<file path="config.mk">
export PLATFORM = sky130hd
export DESIGN_NAME = start_req_queue
export DESIGN_NICKNAME = d
export VERILOG_FILES = /design/src/rtl/start_req_queue.sv
export SDC_FILE = /design/constraint.sdc
export NUM_CORES = 1
export LEC_CHECK = 0
export BUFFER_PORTS_ARGS = -buffer_cell sky130_fd_sc_hd__clkbuf_2
export CAP_MARGIN = 5
export CORE_MARGIN = 2
export CORE_UTILIZATION = 50
export CTS_BUF_LIST = sky130_fd_sc_hd__clkbuf_4 sky130_fd_sc_hd__clkbuf_8
export CTS_CLUSTER_DIAMETER = 120
export CTS_CLUSTER_SIZE = 14
export DETAILED_ROUTE_END_ITERATION = 10
export PLACE_DENSITY_LB_ADDON = 0.25
export RECOVER_POWER = 25
export SYNTH_ARGS = -nofsm -noshare
export SYNTH_HDL_FRONTEND = slang
export SYNTH_SLANG_ARGS = --single-unit
</file>
<file path="constraint.sdc">
create_clock -name i_clk -period 4.04 [get_ports i_clk]
set_clock_uncertainty 0.2 [all_clocks]
set_input_delay 0.808 -clock i_clk [delete_from_list [all_inputs] [get_ports i_clk]]
set_output_delay 0.808 -clock i_clk [all_outputs]
set_load 0.02 [all_outputs]
</file>
<file path="src/rtl/start_req_queue.sv">
// start_req_queue: counts pending start requests and drives a level start
// handshake towards a downstream busy counter (accept = o_start && !i_busy),
// with an optional idle gap after each accepted start.
// Optional feature macro: START_REQ_QUEUE_DROP_CNT_EN enables the saturating
// dropped-event counter on o_drop_count; otherwise it is tied to zero.
module start_req_queue #(
   parameter logic [7:0] MAX_PENDING = 8'd15,
   parameter logic [7:0] GAP_CYCLES  = 8'd0
) (
   input  logic        i_clk,
   input  logic        i_reset_n,
   input  logic        i_event,
   input  logic        i_busy,
   output logic        o_start,
   output logic [7:0]  o_pending,
   output logic        o_full,
   output logic        o_overflow,
   output logic [15:0] o_drop_count
);

   typedef enum logic [1:0] {
      S_IDLE,
      S_REQ,
      S_GAP
   } state_t;

   state_t     r_state;
   state_t     w_state_nxt;
   logic [7:0] r_pending;
   logic [7:0] w_pending_nxt;
   logic [7:0] r_gap_cnt;
   logic [7:0] w_gap_nxt;
   logic       r_overflow;
   logic       w_accept;
   logic       w_taken;
   logic       w_drop;

   // A full queue still takes an event when an accept frees a slot in the same cycle.
   assign w_accept      = (r_state == S_REQ) && !i_busy;
   assign w_taken       = i_event && ((r_pending < MAX_PENDING) || w_accept);
   assign w_drop        = i_event && !w_taken;
   assign w_pending_nxt = r_pending + {7'd0, w_taken} - {7'd0, w_accept};

   // State, pending count, gap counter and overflow pulse registers.
   always_ff @(posedge i_clk or negedge i_reset_n) begin
      if (!i_reset_n) begin
         r_state    <= S_IDLE;
         r_pending  <= '0;
         r_gap_cnt  <= '0;
         r_overflow <= 1'b0;
      end else begin
         r_state    <= w_state_nxt;
         r_pending  <= w_pending_nxt;
         r_gap_cnt  <= w_gap_nxt;
         r_overflow <= w_drop;
      end
   end

   // Next-state logic; the gap counter is loaded with GAP_CYCLES-1 so GAP lasts GAP_CYCLES cycles.
   always_comb begin
      w_state_nxt = r_state;
      w_gap_nxt   = r_gap_cnt;
      case (r_state)
         S_IDLE: begin
            if (w_pending_nxt != 8'd0) w_state_nxt = S_REQ;
         end
         S_REQ: begin
            if (w_accept) begin
               if (GAP_CYCLES != 8'd0) begin
                  w_state_nxt = S_GAP;
                  w_gap_nxt   = GAP_CYCLES - 8'd1;
               end else if (w_pending_nxt == 8'd0) begin
                  w_state_nxt = S_IDLE;
               end
            end
         end
         S_GAP: begin
            if (r_gap_cnt != 8'd0) begin
               w_gap_nxt = r_gap_cnt - 8'd1;
            end else begin
               w_state_nxt = (w_pending_nxt != 8'd0) ? S_REQ : S_IDLE;
            end
         end
         default: begin
            w_state_nxt = S_IDLE;
            w_gap_nxt   = '0;
         end
      endcase
   end

   assign o_start    = (r_state == S_REQ);
   assign o_pending  = r_pending;
   assign o_full     = (r_pending == MAX_PENDING);
   assign o_overflow = r_overflow;

`ifdef START_REQ_QUEUE_DROP_CNT_EN
   logic [15:0] r_drop_count;

   // Saturating count of dropped events.
   always_ff @(posedge i_clk or negedge i_reset_n) begin
      if (!i_reset_n) begin
         r_drop_count <= '0;
      end else if (w_drop && (r_drop_count != 16'hFFFF)) begin
         r_drop_count <= r_drop_count + 16'd1;
      end
   end

   assign o_drop_count = r_drop_count;
`else
   assign o_drop_count = '0;
`endif

endmodule

</file>
# [Word level (Yosys, flattened, before mapping)]
# Index checks and enable logic that the tools add are counted.
[word_totals] output_inout_bits=27 elab_cells=38 ff_bits=19 inputBits=4
[classes] reduce_logical=13 n_eq_ne=8 muxes=8 n_bitwise=1 addsub=3 order_cmp=1
[ops] op="$pmux W8 S2" n=1
[ops] op="$reduce_bool A8 Y1" n=2
[ops] op="$add A8 B1 Y8" n=1
[ops] op="$eq A8 B4 Y1 const B" n=1
[ops] op="$logic_not A8 Y1" n=1
[ops] op="$lt A8 B4 Y1 const B" n=1
[ops] op="$mux W2" n=4
[ops] op="$mux W8" n=1
[ops] op="$sub A8 B1 Y8" n=1
[ops] op="$sub A8 B1 Y8 const B" n=1
[ops] op="$ne A2 B2 Y1 const B" n=3
[ops] op="$pmux W2 S3" n=1
[ops] op="$ne A2 B1 Y1 const B" n=2
[ops] op="$reduce_and A4 Y1" n=1
[ops] op="$logic_and A1 B1 Y1" n=3
[ops] op="$eq A2 B1 Y1 const B" n=1
[ops] op="$eq A2 B2 Y1 const B" n=1
[ops] op="$logic_not A1 Y1" n=2
[ops] op="$logic_not A2 Y1" n=1
[ops] op="$reduce_and A2 Y1" n=1
[ops] op="$reduce_or A2 Y1" n=1
[ops] op="$logic_or A1 B1 Y1" n=1
[ops] op="$mux W1" n=1
[ops] op="$not A1 Y1" n=1

# [Longest topological paths before layout]
[logic_depth] ltp_word=10 mapped_depth=12 depth_no_buf=12

# [Worst setup path before layout]
# Ideal clock, no wire load.
[synth_timing] path_kind="in2reg" from="input i_busy" to="register r_state[0]" setup_time_ns=0.139 arrival_ns=2.923 n_path_buf=0 t_required_ns=3.701 slack_ns=0.779 stages=7 path_cell_list="or3_1 > o21ai_0 > ha_1 > fa_1 > a2111oi_0 > o221a_2 > or4b_1"
[synth_between] elab_chain_len=10 elab_cells_between_ends=15 classes_between="2 x add/sub; 3 x eq/ne; 3 x mux; 7 x reduce/logical"
[synth_lines] item="start: declaration" line_no="13" source="input logic i_busy,"
[synth_lines] item="$logic_not A1 Y1 *" line_no="39" source="assign w_accept = (r_state == S_REQ) && !i_busy;"
[synth_lines] item="$logic_and A1 B1 Y1 *" line_no="39"
[synth_lines] item="$logic_or A1 B1 Y1" line_no="40" source="assign w_taken = i_event && ((r_pending < MAX_PENDING) || w_accept);"
[synth_lines] item="$logic_and A1 B1 Y1" line_no="40"
[synth_lines] item="$add A8 B1 Y8" line_no="42" source="assign w_pending_nxt = r_pending + {7'd0, w_taken} - {7'd0, w_accept};"
[synth_lines] item="$sub A8 B1 Y8 *" line_no="42"
[synth_lines] item="net w_pending_nxt[1]" line_no="30" source="logic [7:0] w_pending_nxt;"
[synth_lines] item="$reduce_bool A8 Y1" line_no="65, 81"
[synth_lines] item="$mux W1" line_no="81" source="w_state_nxt = (w_pending_nxt != 8'd0) ? S_REQ : S_IDLE;"
[synth_lines] item="$mux W2" line_no="78" source="if (r_gap_cnt != 8'd0) begin"
[synth_lines] item="$pmux W2 S3" line_no="63" source="case (r_state)"
[synth_lines] item="end signal: assignment" line_no="52" source="r_state <= w_state_nxt;"
[synth_lines] item="end: declaration" line_no="27" source="state_t r_state;"
# Mark *: on every way through the listed nets, which the timed path passes. The rest lies on a longest branch. The select of a mux whose other input is x is not followed.
# A chain may end at the register's enable or synchronous reset.

# [Worst setup path in the final report]
[layout_timing] from="register r_pending[4] (netlist: o_pending[4])" to="register r_state[0]"
[layout_between] elab_chain_len=9 elab_cells_between_ends=13 classes_between="2 x add/sub; 1 x order compare; 2 x eq/ne; 3 x mux; 5 x reduce/logical"
[layout_lines] item="start: declaration" line_no="29" source="logic [7:0] r_pending;"
[layout_lines] item="start signal: assignment" line_no="53" source="r_pending <= w_pending_nxt;"
[layout_lines] item="$lt A8 B4 Y1 *" line_no="40"
[layout_lines] item="$logic_or A1 B1 Y1 *" line_no="40"
[layout_lines] item="$logic_and A1 B1 Y1 *" line_no="40"
[layout_lines] item="$add A8 B1 Y8 *" line_no="42"
[layout_lines] item="$sub A8 B1 Y8 *" line_no="42"
[layout_lines] item="net w_pending_nxt[2]" line_no="30"
[layout_lines] item="$reduce_bool A8 Y1" line_no="65, 81"
[layout_lines] item="$mux W1" line_no="81"
[layout_lines] item="$mux W2" line_no="78"
[layout_lines] item="$pmux W2 S3" line_no="63"
# Marks and branches as above.

==> results.md <==
* Status: finished clean
* R2R cell count at 12
* #FFs+latches synth at 10
* Slack of the worst reg-to-reg path at 0.60 ns
* Inserted Clock Buffers at 3
* DR WL/cell at 13.1 um
* DRC viols at 0
* Share of the synthesized area in the top cell type at 29.6%
* Fillers at 138
* Cts-stage hold buffer count at 0
* Req. time, crit path at 3.98 ns
* Std-Cell Rows at 14
* Final HPWL DP at 1310 um
* Hold crit path type: in -> async
* Post-CTS sizing at 0
* I/O pin total at 31
* Mapped Area at 846 um2
* Reg clk slew, reported paths at 0.07 ns
* Initial Utilization at 54.9%
* CTS Sinks at 10
* Min Hold Slack at 0.289 ns
* Cells after Synth at 90
* Rel. slew slack at 61.2%
* N_diodes at 0
* Fin Setup TNS at 0 ns
* Ys async rst share at 100%
* Clk_lat worst skew at 0.27 ns
* Synth area leader: dfrtp_1
* Die span in y at 45.1 um
* CP max FO at 3
* Placer Congestion at 0.829
* Crit. End Element: flip-flop
* Setup crit start kind: flip-flop
* Initial antenna violation count at 0
* Vias in the first global route at 597
* Synthesized area per cell at 9.40 um2
* Largest net degree at the start of global routing at 11
* Multi-input logic area at 490 um2
* 1st-pass router iterations at 4
* First-pass GRT wire length at 2550 um
* FF+latch area at 250 um2
* Die footprint at 2040 um2
* Capture point of the worst reg-to-reg path: r_state[0]$_DFFE_PN0P_
* Core Util, Final at 58.0%
* Setup Fix Bufs, Post-CTS at 0
* Setup Viol. Count Final at 0
* Sequential area share after synthesis at 29.6%
* Dpl cells at 119
* Final std cells w/o fill at 122
* Final WL at 1600 um
* Initial DRC Count at 17
* Max-Cap Viols at 0
* Vias at 672
* Post-synth EDFFs at 0
* Chip width at 45.1 um
* Achievable Freq at 0.291 GHz
* Grt ovf at 0
* Worst Tran Pin Value at 0.578 ns
* GRT Overall Usage at 18.1%
* Area growth, synth to finish at 5.62%
* Top cells by area, synth: dfrtp_1 30%, ha_1 16%, buf_4 14%
* DRT antenna net count at 0
* Vias per inst at 5.51
* Hold Vio Cnt, Final at 0
* Tcrit/Tclk final at 85.1%
* Clock Root Buffer: clkbuf_4
* Cell variety after synth at 30
* Type of the worst setup path: reg -> reg
* Syn. warnings at 0
* Synth cell count leaders: 16 x buf_4, 11 x ha_1, 11 x inv_1
* Primary FF master, synth: dfrtp_1
* Min Tclk post-route at 3.44 ns
* Worst r2r src: o_pending[4]$_DFF_PN0_
* Final nets at 124
* Core footprint at 1540 um2
* Port Buffer Count at 14
* RSZ-0062 raised after global routing: false
* CTS H-tree depth at 1
* Most common cell in the netlist: buf_4
* Layout cell share with drive strength beyond 1 at 17.9%
* Final slew viol count at 0
* Critical path arrival at 3.38 ns
* Clock buffer depth at 2
* CTS tree: yes
per-stage QoR:
| stage | setup WS, ns | cell area (um2) |
|---|---|---|
| finish | 0.601 | 893 |
| global placement | 0.514 | 872 |
| global route | 0.332 | 893 |
| CTS | 0.543 | 895 |
| floorplan | 0.779 | 902 |
| detailed placement | 0.364 | 872 |
how the worst max path moves through the flow:
stage	startpoint	to	slack (ns)	cells after the start
floorplan	i_busy	r_state[0]$_DFFE_PN0P_	0.78	7
global placement	i_busy	r_state[0]$_DFFE_PN0P_	0.51	8
detailed placement	i_busy	r_state[0]$_DFFE_PN0P_	0.36	8
CTS	o_pending[4]$_DFF_PN0_	r_state[0]$_DFFE_PN0P_	0.54	12
global route	o_pending[4]$_DFF_PN0_	r_state[0]$_DFFE_PN0P_	0.33	12
finish	o_pending[4]$_DFF_PN0_	r_state[0]$_DFFE_PN0P_	0.60	12
worst max-delay path: stages, from the launching register on:
cell and delay, ns:
dfrtp_1 0.39, inv_1 0.11, ha_1 0.15, and3_1 0.15
nand3_1 0.11, nand3_1 0.10, o21ai_0 0.09, ha_1 0.22
fa_1 0.41, xor2_1 0.20, a2111oi_0 0.48, o221a_2 0.27
or4b_1 0.43
placed cells by master, fill, tap and decap left out, drive strengths merged, types with 3 or more instances in the layout:
cell type and count:
ha 11, clkbuf 17, o211ai 3, conb 16, nor2 4, dfrtp 10
inv 11, o21ai 4, a21oi 3
layout make-up:
class	count	area share, %
timing repair buffer	14	7.70
clock buffer	3	2.52
multi-input combinational	68	54.9
inverter	11	4.62
sequential	10	28.0
tap	16	2.24
sequential cells by signal (all words and copies together) (netlist names):
register / cells
o_overflow: 1
o_pending: 8
r_state: 1
cell families after synthesis:
kind of cell / count (synthesis) / synth area share [%]
compound gates: 23 / 20.0
xor+xnor: 2 / 2.07
fa+ha+maj: 12 / 18.6
buf+inv: 27 / 19.1
flops: 10 / 29.6
other cells: 1 / 0.443
simple gates: 15 / 10.2
metal layers:
metal  global-route usage (%)  wire [um]  up-vias
met5                        0          0        -
met4                     16.5         70        0
met3                     3.20         82        7
met2                     27.7        738       26
met1                     21.3        712      319
li1                         -          -      320
Power is left out: the tool's default activity adds up to more than one toggle a clock period on the data nets, which glitch-free logic cannot reach.
